## src/rtl/stn_scan_ctrl.sv

```systemverilog
// stn_scan_ctrl -- scan-timing controller for the passive-matrix (STN) panel.
//
// Pulls BUS_WIDTH-pixel grey words (5 bits per pixel) from the frame fetch
// stream and presents them to BUS_WIDTH external dither LUT lanes. It then
// captures the 1-bit LUT results onto the panel data bus. It also generates
// the panel strobes CP/LP/FLM and the LUT frame-advance clock.
//
// Optional build macro: MONO_BYPASS_EN adds a `mono` input. When mono=1, the
// MSB of each grey value is used as a threshold instead of the LUT result,
// and lut_flm is held low.
//
// Ports
//   clk, rst        clock, asynchronous active-high reset
//   en              scan enable; sampled at frame start and at the end of HB
//   pix_valid/ready fetch-stream handshake (pix_ready is the only
//                   combinational output; every other output is a flop)
//   pix_sof         word is the first word of a frame
//   pix_data        grey words; [4:0] is the leftmost pixel
//   lut_raw         registered grey values to the LUT lanes
//   lut_flm         one-cycle pulse at frame start; steps the LUT patterns
//   dither_in       LUT results; bit i belongs to lut_raw[5i+4:5i]
//   lcd_d           panel data; [BUS_WIDTH-1] is the leftmost pixel
//   lcd_cp/lp/flm   shift clock, line latch, first-line marker
//   underrun        sticky: stall caused by a missing word mid-frame
//   sync_err        sticky: pix_sof seen anywhere but line 0 word 0
module stn_scan_ctrl #(
    parameter int H_PIXELS  = 320,
    parameter int V_LINES   = 240,
    parameter int BUS_WIDTH = 4,
    parameter int LP_CYCLES = 2,
    parameter int HB_CYCLES = 4
) (
    input  logic                   clk,
    input  logic                   rst,
    input  logic                   en,
    input  logic                   pix_valid,
    output logic                   pix_ready,
    input  logic                   pix_sof,
    input  logic [5*BUS_WIDTH-1:0] pix_data,
    output logic [5*BUS_WIDTH-1:0] lut_raw,
    output logic                   lut_flm,
    input  logic [BUS_WIDTH-1:0]   dither_in,
`ifdef MONO_BYPASS_EN
    input  logic                   mono,
`endif
    output logic [BUS_WIDTH-1:0]   lcd_d,
    output logic                   lcd_cp,
    output logic                   lcd_lp,
    output logic                   lcd_flm,
    output logic                   underrun,
    output logic                   sync_err
);
    localparam int WORDS = H_PIXELS / BUS_WIDTH;
    localparam int WW    = (WORDS > 1) ? $clog2(WORDS) : 1;
    localparam int LW    = (V_LINES > 1) ? $clog2(V_LINES) : 1;
    localparam int TMAX  = (LP_CYCLES > HB_CYCLES) ? LP_CYCLES : HB_CYCLES;
    localparam int TW    = (TMAX > 1) ? $clog2(TMAX) : 1;

    localparam logic [WW-1:0] WORD_LAST = WW'(WORDS - 1);
    localparam logic [LW-1:0] LINE_LAST = LW'(V_LINES - 1);
    localparam logic [TW-1:0] LP_LAST   = TW'(LP_CYCLES - 1);
    localparam logic [TW-1:0] HB_LAST   = TW'(HB_CYCLES - 1);

    typedef enum logic [2:0] {
        IDLE, FSTART, FETCH, SHIFT, TAIL, LP, HB
    } state_e;

    state_e                 state_q, state_d;
    logic [WW-1:0]          word_q, word_d;
    logic [LW-1:0]          line_q, line_d;
    logic [TW-1:0]          timer_q, timer_d;
    logic [5*BUS_WIDTH-1:0] lut_raw_q, lut_raw_d;
    logic                   lut_flm_q, lut_flm_d;
    logic [BUS_WIDTH-1:0]   lcd_d_q, lcd_d_d;
    logic                   lcd_cp_q, lcd_cp_d;
    logic                   lcd_lp_q, lcd_lp_d;
    logic                   lcd_flm_q, lcd_flm_d;
    logic                   underrun_q, underrun_d;
    logic                   sync_err_q, sync_err_d;

    logic [BUS_WIDTH-1:0]   shift_bits;
    logic                   flm_step;

    // Lane i carries pixel i counted from the left, and the panel wants the
    // leftmost pixel on the MSB, so the lanes are bit-reversed onto lcd_d.
    always_comb begin
        shift_bits = '0;
        for (int i = 0; i < BUS_WIDTH; i++) begin
`ifdef MONO_BYPASS_EN
            shift_bits[BUS_WIDTH-1-i] = mono ? lut_raw_q[5*i+4] : dither_in[i];
`else
            shift_bits[BUS_WIDTH-1-i] = dither_in[i];
`endif
        end
    end

`ifdef MONO_BYPASS_EN
    assign flm_step = ~mono;
`else
    assign flm_step = 1'b1;
`endif

    // In FSTART, non-sof words are drained. The sof word is held back and is
    // consumed by FETCH as pixel data.
    always_comb begin
        pix_ready = 1'b0;
        case (state_q)
            FSTART:  pix_ready = ~(pix_valid & pix_sof);
            FETCH:   pix_ready = pix_valid;
            default: pix_ready = 1'b0;
        endcase
    end

    always_comb begin
        state_d    = state_q;
        word_d     = word_q;
        line_d     = line_q;
        timer_d    = timer_q;
        lut_raw_d  = lut_raw_q;
        lut_flm_d  = 1'b0;
        lcd_d_d    = lcd_d_q;
        lcd_cp_d   = lcd_cp_q;
        lcd_lp_d   = lcd_lp_q;
        lcd_flm_d  = lcd_flm_q;
        underrun_d = underrun_q;
        sync_err_d = sync_err_q;
        case (state_q)
            IDLE: begin
                underrun_d = 1'b0;
                sync_err_d = 1'b0;
                if (en) begin
                    state_d   = FSTART;
                    lut_flm_d = flm_step;  // high during the first FSTART cycle
                end
            end
            FSTART: begin
                if (pix_valid && pix_sof) begin
                    state_d   = FETCH;
                    line_d    = '0;
                    word_d    = '0;
                    lcd_flm_d = 1'b1;
                end
            end
            FETCH: begin
                lcd_cp_d = 1'b0;
                if (pix_valid) begin
                    lut_raw_d = pix_data;
                    state_d   = SHIFT;
                    if (pix_sof && (line_q != '0 || word_q != '0))
                        sync_err_d = 1'b1;
                end else if (line_q != '0 || word_q != '0) begin
                    underrun_d = 1'b1;
                end
            end
            SHIFT: begin
                // The LUT has had a full cycle to settle on lut_raw_q.
                lcd_d_d  = shift_bits;
                lcd_cp_d = 1'b1;
                if (word_q == WORD_LAST) begin
                    state_d = TAIL;
                end else begin
                    word_d  = word_q + WW'(1);
                    state_d = FETCH;
                end
            end
            TAIL: begin
                lcd_cp_d = 1'b0;
                lcd_lp_d = 1'b1;
                timer_d  = '0;
                state_d  = LP;
            end
            LP: begin
                if (timer_q == LP_LAST) begin
                    lcd_lp_d = 1'b0;
                    timer_d  = '0;
                    state_d  = HB;
                    if (line_q == '0)
                        lcd_flm_d = 1'b0;
                end else begin
                    timer_d = timer_q + TW'(1);
                end
            end
            HB: begin
                if (timer_q == HB_LAST) begin
                    timer_d = '0;
                    if (!en) begin
                        state_d = IDLE;
                        lcd_d_d = '0;
                    end else if (line_q == LINE_LAST) begin
                        state_d   = FSTART;
                        lut_flm_d = flm_step;
                    end else begin
                        line_d  = line_q + LW'(1);
                        word_d  = '0;
                        state_d = FETCH;
                    end
                end else begin
                    timer_d = timer_q + TW'(1);
                end
            end
            default: state_d = IDLE;
        endcase
    end

    always_ff @(posedge clk or posedge rst) begin
        if (rst) begin
            state_q    <= IDLE;
            word_q     <= '0;
            line_q     <= '0;
            timer_q    <= '0;
            lut_raw_q  <= '0;
            lut_flm_q  <= 1'b0;
            lcd_d_q    <= '0;
            lcd_cp_q   <= 1'b0;
            lcd_lp_q   <= 1'b0;
            lcd_flm_q  <= 1'b0;
            underrun_q <= 1'b0;
            sync_err_q <= 1'b0;
        end else begin
            state_q    <= state_d;
            word_q     <= word_d;
            line_q     <= line_d;
            timer_q    <= timer_d;
            lut_raw_q  <= lut_raw_d;
            lut_flm_q  <= lut_flm_d;
            lcd_d_q    <= lcd_d_d;
            lcd_cp_q   <= lcd_cp_d;
            lcd_lp_q   <= lcd_lp_d;
            lcd_flm_q  <= lcd_flm_d;
            underrun_q <= underrun_d;
            sync_err_q <= sync_err_d;
        end
    end

    assign lut_raw  = lut_raw_q;
    assign lut_flm  = lut_flm_q;
    assign lcd_d    = lcd_d_q;
    assign lcd_cp   = lcd_cp_q;
    assign lcd_lp   = lcd_lp_q;
    assign lcd_flm  = lcd_flm_q;
    assign underrun = underrun_q;
    assign sync_err = sync_err_q;

endmodule

```

## config.mk

```make
export PLATFORM = sky130hd
export DESIGN_NAME = stn_scan_ctrl
export DESIGN_NICKNAME = d
export VERILOG_FILES = /design/src/rtl/stn_scan_ctrl.sv
export SDC_FILE = /design/constraint.sdc
export NUM_CORES = 1
export LEC_CHECK = 0
export CAP_MARGIN = 20
export CORE_MARGIN = 3
export CORE_UTILIZATION = 40
export CTS_BUF_LIST = sky130_fd_sc_hd__clkbuf_4 sky130_fd_sc_hd__clkbuf_8
export CTS_CLUSTER_DIAMETER = 200
export DETAILED_ROUTE_END_ITERATION = 8
export PLACE_DENSITY = 0.66
export SETUP_SLACK_MARGIN = 0.4
export SYNTH_ARGS = -nofsm -noshare
export SYNTH_HDL_FRONTEND = slang
export SYNTH_SLANG_ARGS = --single-unit
```

## constraint.sdc

```tcl
create_clock -name clk -period 2.8 [get_ports clk]
set_clock_uncertainty 0.15 [all_clocks]
set_input_delay 0.56 -clock clk [delete_from_list [all_inputs] [get_ports clk]]
set_output_delay 0.56 -clock clk [all_outputs]
set_load 0.01 [all_outputs]
```

==> Word-level counts from Yosys, hierarchy flattened <==
Cells that the tools add are included.
{ "totals": {"reg_bits": 50, "latchBits": 0, "ramBits": 0, "mem_bits_ro": 0, "input_bits": 29, "out_inout_bits": 31, "n_memories": 0} }
{ "classes": {"addsub": 3, "mul": 0, "div_mod_pow": 0, "n_lt_le_gt_ge": 0, "eq_ne": 23, "shifts": 0, "mux": 45, "bitwise_logic": 2, "n_reduce_logical": 25} }
{ "ops": {"columns": ["operator", "n"], "rows": [
  ["2-to-1 mux 7 bit", 5],
  ["2-to-1 mux 8 bit", 4],
  ["!= test 2 bit, second input constant", 13],
  ["one-hot mux 3 bit (7 select lines)", 1],
  ["one-hot mux 7 bit (3 select lines)", 1],
  ["2-to-1 mux 3 bit", 6],
  ["one-hot mux 8 bit (2 select lines)", 1],
  ["one-hot mux 1 bit (2 select lines)", 7],
  ["2-to-1 mux 1 bit", 12],
  ["nonzero test 2 bit", 6],
  ["AND reduction 5 bit", 2],
  ["== test 3 bit, second input constant", 3],
  ["AND reduction 3 bit", 3],
  ["adder 8 x 1 -> 8 bit, second input constant", 1],
  ["== test 8 bit, second input constant", 1],
  ["zero test 8 bit", 1],
  ["2-to-1 mux 2 bit", 4],
  ["2-to-1 mux 4 bit", 2],
  ["one-hot mux 4 bit (2 select lines)", 1],
  ["nonzero test 8 bit", 1],
  ["adder 7 x 1 -> 7 bit, second input constant", 1],
  ["== test 7 bit, second input constant", 1],
  ["nonzero test 7 bit", 1],
  ["== test 3 x 2 -> 1 bit, second input constant", 2],
  ["15 further kinds", 18]
]} }

==> Logic depth before layout (Yosys ltp) <==
Gate-level depths: netlist (run 1).
{ "logic_depth": {"ltp_word": 6, "ltp_mapped": 6} }

==> Worst setup path before layout (run 1) <==
Ideal clock, no wire load.
{ "synth_timing": {"kind": "register to output", "from": "register state_q[2]", "to": "output port pix_ready", "arrival_time_ps": 1287, "setup_slack_ps": 803, "path_stages_with_launch": 6, "path_buffers": 2, "path_cell_list": "dfrtp_1 > buf_6 > or3b_1 > buf_6 > nand2b_1 > nand2_1"} }
{ "synth_via": {"elab_chain_cells": 2} }
{ "synth_rtl": {"columns": ["item", "line_no", "rtl"], "rows": [
  ["from (decl)", "68", "state_e state_q, state_d;"],
  ["from (signal assigned)", "220", "state_q <= state_d;"],
  ["== test 3 x 2 -> 1 bit / == test 3 x 1 -> 1 bit (equally long branches)", "107", "case (state_q)"],
  ["one-hot mux 1 bit (2 select lines) *", "107", null],
  ["to (decl)", "37", "output logic pix_ready,"]
]} }
Mark *: on every way between the ends. The rest lies on a longest branch, timed or not.

==> Worst setup path in the final report (run 1) <==
{ "layout_timing": {"from": "input port pix_valid", "to": "output port pix_ready"} }
{ "layout_via": {"elab_chain_cells": 3} }
{ "layout_rtl": {"columns": ["item", "line_no", "rtl"], "rows": [
  ["from (decl)", "36", "input logic pix_valid,"],
  ["bitwise AND 1 bit", "108", "FSTART: pix_ready = ~(pix_valid & pix_sof);"],
  ["NOT 1 bit", "108", null],
  ["one-hot mux 1 bit (2 select lines) *", "107", null]
]} }
Marked as above.

==> results of run 1 <==
## logic make-up (layout without fill, tap and decap cells)
family          count (synthesis)  in the layout  synth area share
flops                          50             50            0.4909
compound gates                 49             49            0.1463
fa+ha+maj                       7              7           0.03436
mux                            29             29            0.1247
simple gates                   75             75            0.1566
buf+inv                        26             88           0.04713
## area by class of cell
type                       count  area share
timing repair buffer          66      0.1940
tap                           75     0.02797
clock buffer                   5     0.02051
clock inverter                 3     0.01305
sequential                    50      0.3730
inverter                      14     0.01567
multi-input combinational    160      0.3558
## worst max-delay path: stages
cell and delay [ps]:
clkdlybuf4s50_1 520, nand2_1 90, nor3_2 140, inv_1 60
nand2_1 60, clkbuf_2 130
## cells in the mapped netlist, drive strengths merged (7+ instances only)
library cell | number | share of area
a21oi | 7 | 0.015
o21ai | 8 | 0.016
a31oi | 10 | 0.025
nand2 | 22 | 0.032
dfrtp | 50 | 0.49
nor2 | 8 | 0.012
nand3 | 11 | 0.022
nand2b | 8 | 0.020
mux2i | 7 | 0.027
inv | 14 | 0.021
ha | 7 | 0.034
mux2 | 22 | 0.097
## power by group through the flow
stage | sequential (W) | clock [W] | combinational, W
after floorplan | 0.00127 | 0 | 0.000613
after global placement | 0.00119 | 0 | 0.00129
after detailed placement | 0.00120 | 0 | 0.00130
after CTS | 0.00119 | 0.000535 | 0.00131
after global routing | 0.00124 | 0.000555 | 0.00143
final | 0.00119 | 0.000517 | 0.00130
## sequential cells by signal (all words and copies together) (netlist names), 2 cells and up
register,cells
line_q,8
state_q,3
lcd_d,4
lut_raw,20
timer_q,2
word_q,7
## path summary, 6_finish.rpt
kind | from | endpoint | cells past startpoint
max in group asynchronous | rst | state_q[1] | 3
worst max register to register | line_q[0] | line_q[5] | 5
worst min-delay path | lcd_d[3] | lcd_d[3] | 1
worst max-delay path | pix_valid | pix_ready | 6
min in group asynchronous | rst | lut_raw[13] | 2
worst min register to register | lcd_d[3] | lcd_d[3] | 1
## through the flow
step	utilization	cell area (um2)	cells	hold slack (ps)	worst slack [ps]
global placement	0.5339	3236	365	333.9	119.4
global route	0.5535	3354	373	377.1	415.2
CTS	0.5524	3348	373	362.5	403.9
finish	0.5535	3354	373	355.3	535.8
floorplan	-	2549	236	317.3	802.5
detailed placement	0.5339	3236	365	331.5	110.4
## what timing repair did
action	CTS	global route
setup buffers	0	0
resized for setup	2	2
setup endpoints to repair	1	4
## layer usage
metal	part of all wire	up-vias	track usage
met3	0.041	4	0.02594
met1	0.46	945	0.2328
li1	-	973	-
met2	0.49	38	0.2585
met4	0.012	0	0.05180
met5	0	-	0
==> run metrics, run 1 <==
type of origin of the critical path input port; register area share after synthesis 0.4909; chip width 85.83 um; CTS Root Cell clkbuf_8; Post-synth EDFFs 0; commonest non-fill, non-tap cell in the layout clkdlybuf4s50_1; DRT Pass-1 Iters 4; flop2flop setup slack 610 ps; synth unique cells 45; total track usage 0.1641; Net Sw Frac 0.3346; commonest non-fill, non-tap cells in the layout clkdlybuf4s50_1 (58), dfrtp_1 (50), nand2_1 (22), mux2_2 (21), inv_1 (13); ys async rst share 1.000; Final Hold Viols 0; Die ar. 7366 um2; clk slew on worst S/H paths 90 ps; grt ovf 0; Port Buffer Count 59; pwr/cell area 894.8 nW/um2; Area Overhead vs Synth 31.62%; syn_nets 272; antenna viol nets, final 0; Max Slew Vio Count 0; # H-tree levels 2; data arrival time of the worst path 1550 ps; Bufs on Longest Clock Path 2; via/cell ratio 5.255; antenna violations before repair 0; register area 1251 um2; Sum Neg Setup Slack 0 ps; Final GP Congestion 0.8045; Logic pwr share 0.432; Final nets 333; routed len/inst 14.95 um; clock sink count 50; Yosys warnings 0; crit share post-route 0.8086; Routed WL 5.575 mm; Min-Delay Path Class flip-flop to flip-flop; internal power of the cells 0.001997 W; initial drt markers 104; outcome completed; CTS tree done; FMAX 441.7 MHz; global-route wire length before repair 9.618 mm; # rows 28; crit path time final 2264 ps; number of global-route vias before repair 1942; flops & latches, synth 50; WP data required 2090 ps; I/O pin cnt 60; Starting Density 0.4205; Setup-failing EPs final 0; Lkg Pwr 1.407 nW; crit-path max FO 4; max cap viols 0; fillers 557; Worst VDD drop 0.0004464 V; sum of net half-perimeters after detailed placement 4.120 mm; Core ar. 6061 um2; routed vias 1960; Critical Path End Type primary output; Pwr Total 0.003002 W; antenna fix cells 0; DRC violations left 0; most common flop cell mapped by yosys dfrtp_1; Mean Syn Cell Area 10.80 um2; RSZ-0062 raised after global routing false; share of cells above drive strength 1 0.1443; Worst Setup Path Type input port to primary output; Worst slew margin 0.5975; Seq pwr share 0.396; worst skew pair latency 300 ps; Post-Synthesis Cells 236; CTS Hold Bufs 0; net switching power 0.001004 W; synthesized cell area 2549 um2; clock network fraction of total power 0.172; cts bufs inserted 5; largest net degree at the start of global routing 31; worst-margin pin slew 597.5 ps; Die Y 85.83 um; footprint of the multi-input gates 1194 um2
Note: power is estimated with default switching activity, not from simulation.
==> inputs of run 2 (changes only) <==
--- a/config.mk
+++ b/config.mk
@@ -11,7 +11,7 @@
 export CTS_BUF_LIST = sky130_fd_sc_hd__clkbuf_4 sky130_fd_sc_hd__clkbuf_8
 export CTS_CLUSTER_DIAMETER = 200
 export DETAILED_ROUTE_END_ITERATION = 8
-export PLACE_DENSITY = 0.66
+export PLACE_DENSITY = 0.69
 export SETUP_SLACK_MARGIN = 0.4
 export SYNTH_ARGS = -nofsm -noshare
 export SYNTH_HDL_FRONTEND = slang
==> constraint.sdc (replaced) <==
create_clock -name clk -period 2 [get_ports clk]
set_clock_uncertainty 0.15 [all_clocks]
set_input_delay 0.4 -clock clk [delete_from_list [all_inputs] [get_ports clk]]
set_output_delay 0.4 -clock clk [all_outputs]
set_load 0.01 [all_outputs]
==> run 2 against run 1 <==
Critical path depth unchanged. First-iteration DRC count up 51%. Design area increased by 16%. Via count rose by 14%. Combinational power increased by 55%. Worst hold slack worse by 7.0 ps. Non-clock buffer count grew 32. Count of clock-buffer cells in the layout is the same. Largest power group unchanged.
==> run metrics, run 2 (synthesis gave the netlist of run 1 again) <==
outcome completed; antenna viol nets, final 0; routed len/inst 16.63 um; Die Y 85.83 um; antenna violations before repair 0; Critical Path End Type flip-flop; crit share post-route 0.9753; Final nets 366; largest net degree at the start of global routing 51; dpl ws -327.1 ps; total track usage 0.1797; Lkg Pwr 1.685 nW; max reg flops 20; # rows 28; DRT Pass-1 Iters 4; WP data required 2040 ps; Top delay family on crit path compound AO/OA/AOI/OAI gates; cts bufs inserted 5; commonest non-fill, non-tap cells in the layout dfrtp_1 (49), dlygate4sd2_1 (30), clkdlybuf4s50_1 (28), buf_4 (24), mux2_2 (20); Buf+Inv Stages, Crit Path 2; Finished Cell Area 3902 um2; fin worst setup slack 49.45 ps; clk slew on worst S/H paths 90 ps; fillers 457; crit-path cells buf_4, nand3b_1, a21o_4, buf_12, a21oi_4, mux2_4; Routed WL 6.750 mm; antenna fix cells 0; Die ar. 7366 um2; Final Hold Viols 0; via/cell ratio 5.490; crit-path max FO 18; Worst Setup Path Type flip-flop to flip-flop; # H-tree levels 2; Area Overhead vs Synth 53.12%; Bufs on Longest Clock Path 2; chip width 85.83 um; share of cells above drive strength 1 0.3353; max cap viols 0; data arrival time of the worst path 1990 ps; grt ovf 0; Port Buffer Count 59; worst skew pair latency 310 ps; Min-Delay Path Class input port to async pin; I/O pin cnt 60; routed vias 2229; CTS tree done; CP max stage cell dfrtp_1; Worst VDD drop 0.0005723 V; CTS Hold Bufs 0; RSZ-0062 raised after global routing true; crit-path max cell delay 380 ps; Core ar. 6061 um2; met3 usage 0.04419; Worst Hold Slack 348.2 ps; commonest non-fill, non-tap cell in the layout dfrtp_1; initial drt markers 157; grt peak-use layer met2; FMAX 512.7 MHz; Max Slew Vio Count 0; Cell Area, Placed 3363 um2; Setup-failing EPs final 0; number of global-route vias before repair 2238; Starting Density 0.4205; M1 GR Usage 0.2250; pwr/cell area 1157 nW/um2; DRC violations left 0; Final GP Congestion 0.7849; type of origin of the critical path flip-flop; grt met2 use 0.3016; clock sink count 50; crit path time final 1951 ps; sum of net half-perimeters after detailed placement 4.042 mm; CTS Root Cell clkbuf_8; global-route wire length before repair 10.63 mm; Worst slew margin 0.7479; worst-margin pin slew 378.2 ps
==> run 2: layout make-up <==
type	instances	area (um2)	share of cell area
Clock inverter	3	68.82	0.01763
Clock buffer	5	68.82	0.01763
Timing Repair Buffer	98	935.9	0.2398
Multi-Input combinational cell	161	1426	0.3655
Tap cell	75	93.84	0.02405
Sequential cell	50	1252	0.3209
Inverter	14	56.30	0.01443
==> run 2: path summary, 6_finish.rpt <==
path                            startpoint         end  slack (ps)  cells after the start
worst max-delay path            state_q[0]   line_q[0]          50                      6
worst min-delay path                   rst  lut_raw[4]         350                      3
worst max register to register  state_q[0]   line_q[0]          50                      6
worst min register to register    lcd_d[0]    lcd_d[0]         350                      1
max in group asynchronous              rst   word_q[0]        1110                      3
min in group clk                  lcd_d[0]    lcd_d[0]         350                      1
==> run 2: metal layers <==
layer | part of all wire | up-vias
met3 | 0.067 | 15
met1 | 0.41 | 1095
li1 | - | 1045
met5 | 0 | -
met2 | 0.50 | 74
met4 | 0.023 | 0
==> run 2: what timing repair did <==
item,in CTS,in global routing
gates resized for setup,70,25
gates cloned,1,2
buffers inserted,11,8
endpoints found under the setup margin,76,45
pin swaps,13,4
==> run 2: metrics by stage <==
step                TNS (ps)  std cells  total power [W]  utilization
floorplan                  0        236         0.002685            -
global placement       -2219        376         0.003542       0.5549
detailed placement     -2975        376         0.003598       0.5549
CTS                        0        396         0.004391       0.6160
global route          -141.7        406         0.004833       0.6439
finish                     0        406         0.004515       0.6439
==> run 2: tightest hold or removal path, stage by stage <==
cell and delay (ps):
clkdlybuf4s50_1 440, clkinvlp_4 100, buf_12 260
==> run 2: report_power, final <==
group	switching (W)	internal, W	total (W)
sequential	0.000255	0.00140	0.00165
clock	0.000347	0.000501	0.000848
combinational	0.000938	0.00108	0.00202
total	0.00154	0.00298	0.00451
==> inputs of run 3 (changes only) <==
--- a/config.mk
+++ b/config.mk
@@ -6,12 +6,14 @@
 export NUM_CORES = 1
 export LEC_CHECK = 0
 export CAP_MARGIN = 20
+export CORE_ASPECT_RATIO = 2
 export CORE_MARGIN = 3
-export CORE_UTILIZATION = 40
+export CORE_UTILIZATION = 47
 export CTS_BUF_LIST = sky130_fd_sc_hd__clkbuf_4 sky130_fd_sc_hd__clkbuf_8
 export CTS_CLUSTER_DIAMETER = 200
 export DETAILED_ROUTE_END_ITERATION = 8
-export PLACE_DENSITY = 0.69
+export HOLD_SLACK_MARGIN = 0.15
+export PLACE_DENSITY = 0.79
 export SETUP_SLACK_MARGIN = 0.4
 export SYNTH_ARGS = -nofsm -noshare
 export SYNTH_HDL_FRONTEND = slang
==> run 3 against run 2 <==
The run now ends with negative setup slack left. Largest cell class unchanged. Combinational power rose by 19%. Critical path depth decreased by 2. Utilization is 15 points higher. Maximum frequency down 4.5%. Global-route usage increased by 3.3 points. Total power up 3.5%. Worst hold slack got worse by 95 ps. Routed wire length rose by 18%. Register-to-register slack got worse by 70 ps. Clock power fell by 28%. Via count grew 5.5%. Highest routed layer unchanged.
==> run metrics, run 3 (synthesis gave the netlist of run 1 again) <==
# rows 37; routed len/inst 19.68 um; Logic pwr share 0.514; I/O pin cnt 60; routed vias 2352; antenna fix cells 0; pwr/cell area 1132 nW/um2; internal power of the cells 0.002925 W; Seq pwr share 0.356; grt ovf 0; Inst Count DP 359; fillers 315; Min-Delay Path Class input port to async pin; type of origin of the critical path flip-flop; Die ar. 6396 um2; footprint of the multi-input gates 1524 um2; DRT Pass-1 Iters 4; Worst slew margin 0.7001; Bufs on Longest Clock Path 2; Critical Path End Type primary output; Worst VDD drop 0.0008143 V; RSZ-0062 raised after global routing true; worst skew pair latency 320 ps; FMAX 489.5 MHz; worst-margin pin slew 443.6 ps; Lkg Pwr 1.790 nW; Worst Setup Path Type flip-flop to primary output; max reg flops 20; Pwr Total 0.004674 W; Max Slew Vio Count 0; Net Sw Frac 0.3741; Final nets 382; via/cell ratio 5.807; crit share post-route 1.021; antenna viol nets, final 0; Final Hold Viols 0; CTS Hold Bufs 0; WP data required 1450 ps; Routed WL 7.972 mm; outcome complete, but fails checks; clk slew on worst S/H paths 100 ps; crit-path max FO 2; DRC violations left 0; number of global-route vias before repair 2229; commonest non-fill, non-tap cells in the layout dfrtp_1 (48), dlygate4sd2_1 (31), clkdlybuf4s50_1 (27), buf_4 (25), buf_6 (23); Area Overhead vs Synth 61.95%; Final GP Congestion 0.8275; total track usage 0.2122; Port Buffer Count 59; chip width 58.07 um; largest net degree at the start of global routing 38; Starting Density 0.4916; Die Y 110.1 um; final cell count without fillers 405; net switching power 0.001749 W; clock network fraction of total power 0.130; clock sink count 50; register area 1254 um2; data arrival time of the worst path 1490 ps; failing checks negative setup slack; cts bufs inserted 5; Core ar. 5185 um2; Setup-failing EPs final 3; global-route wire length before repair 10.45 mm; commonest non-fill, non-tap cell in the layout dfrtp_1; antenna violations before repair 0; share of cells above drive strength 1 0.3977; sum of net half-perimeters after detailed placement 4.355 mm; fin worst setup slack -42.78 ps; CTS tree done; crit path time final 2043 ps; max cap viols 0; initial drt markers 136; CTS Root Cell clkbuf_8; # H-tree levels 2; Worst Hold Slack 253.3 ps
==> run 3: cell count changes in the layout (fill, tap and decap cells not counted), sizes merged <==
cell           change
buf               +14
bufinv             -2
clkbuf             +2
clkdlybuf4s50      -1
clkinv             +1
clkinvlp           +1
dlygate4sd2        +1
==> run 3: layout make-up <==
class                      count  area share
sequential                    50      0.3037
tap                           58     0.01758
timing repair buffer         114      0.2734
clock inverter                 3    0.005153
multi-input combinational    161      0.3692
inverter                      14     0.01425
clock buffer                   5     0.01667
==> run 3: path summary, 6_finish.rpt <==
check | startpoint | endpoint | slack, ps | cells past startpoint
worst max-delay path | state_q[1] | pix_ready | -40 | 4
worst min-delay path | rst | line_q[5] | 250 | 2
worst max register to register | line_q[5] | line_q[3] | -20 | 5
worst min register to register | lcd_d[2] | lcd_d[2] | 350 | 1
max in group asynchronous | rst | lut_raw[0] | 960 | 3
min in group clk | lcd_d[2] | lcd_d[2] | 350 | 1
==> run 3: what timing repair did <==
action	4_1_cts	5_1_grt
gates resized for setup	65	68
pin swaps	11	25
endpoints found under the setup margin	75	47
hold endpoints to repair	0	0
gates cloned	0	2
setup buffers	15	21
==> run 3: through the flow <==
stage	instance area (um2)	TNS, ps	setup slack (ps)	utilization
after floorplan	2603	0	89.58	-
after global placement	3342	-2546	-371.6	0.6445
after detailed placement	3342	-3485	-407.7	0.6445
after CTS	3645	0	38.29	0.7029
after global routing	4128	-192.1	-61.26	0.7961
final	4128	-89.63	-42.78	0.7961
==> run 3: worst max-delay path, cell delays in order (launching register included) <==
cell	delay, ps
dfrtp_1	410
or3b_4	430
nand2b_4	160
nand2_2	60
buf_6	100
==> run 3: power groups by stage <==
stage / clock network [W] / logic [W] / registers [W]
after detailed placement: 0 / 0.00196 / 0.00167
after CTS: 0.000609 / 0.00189 / 0.00164
final: 0.000609 / 0.00240 / 0.00166
after global routing: 0.000655 / 0.00257 / 0.00172
after floorplan: 0 / 0.000905 / 0.00178
after global placement: 0 / 0.00192 / 0.00164
==> run 3: metal layers <==
metal  GRT usage  up-vias  share of wire
met1      0.2430     1158           0.36
met5           0        -              0
met4      0.1194        0          0.039
met2      0.3738       96           0.55
li1            -     1073              -
met3     0.02448       25          0.049
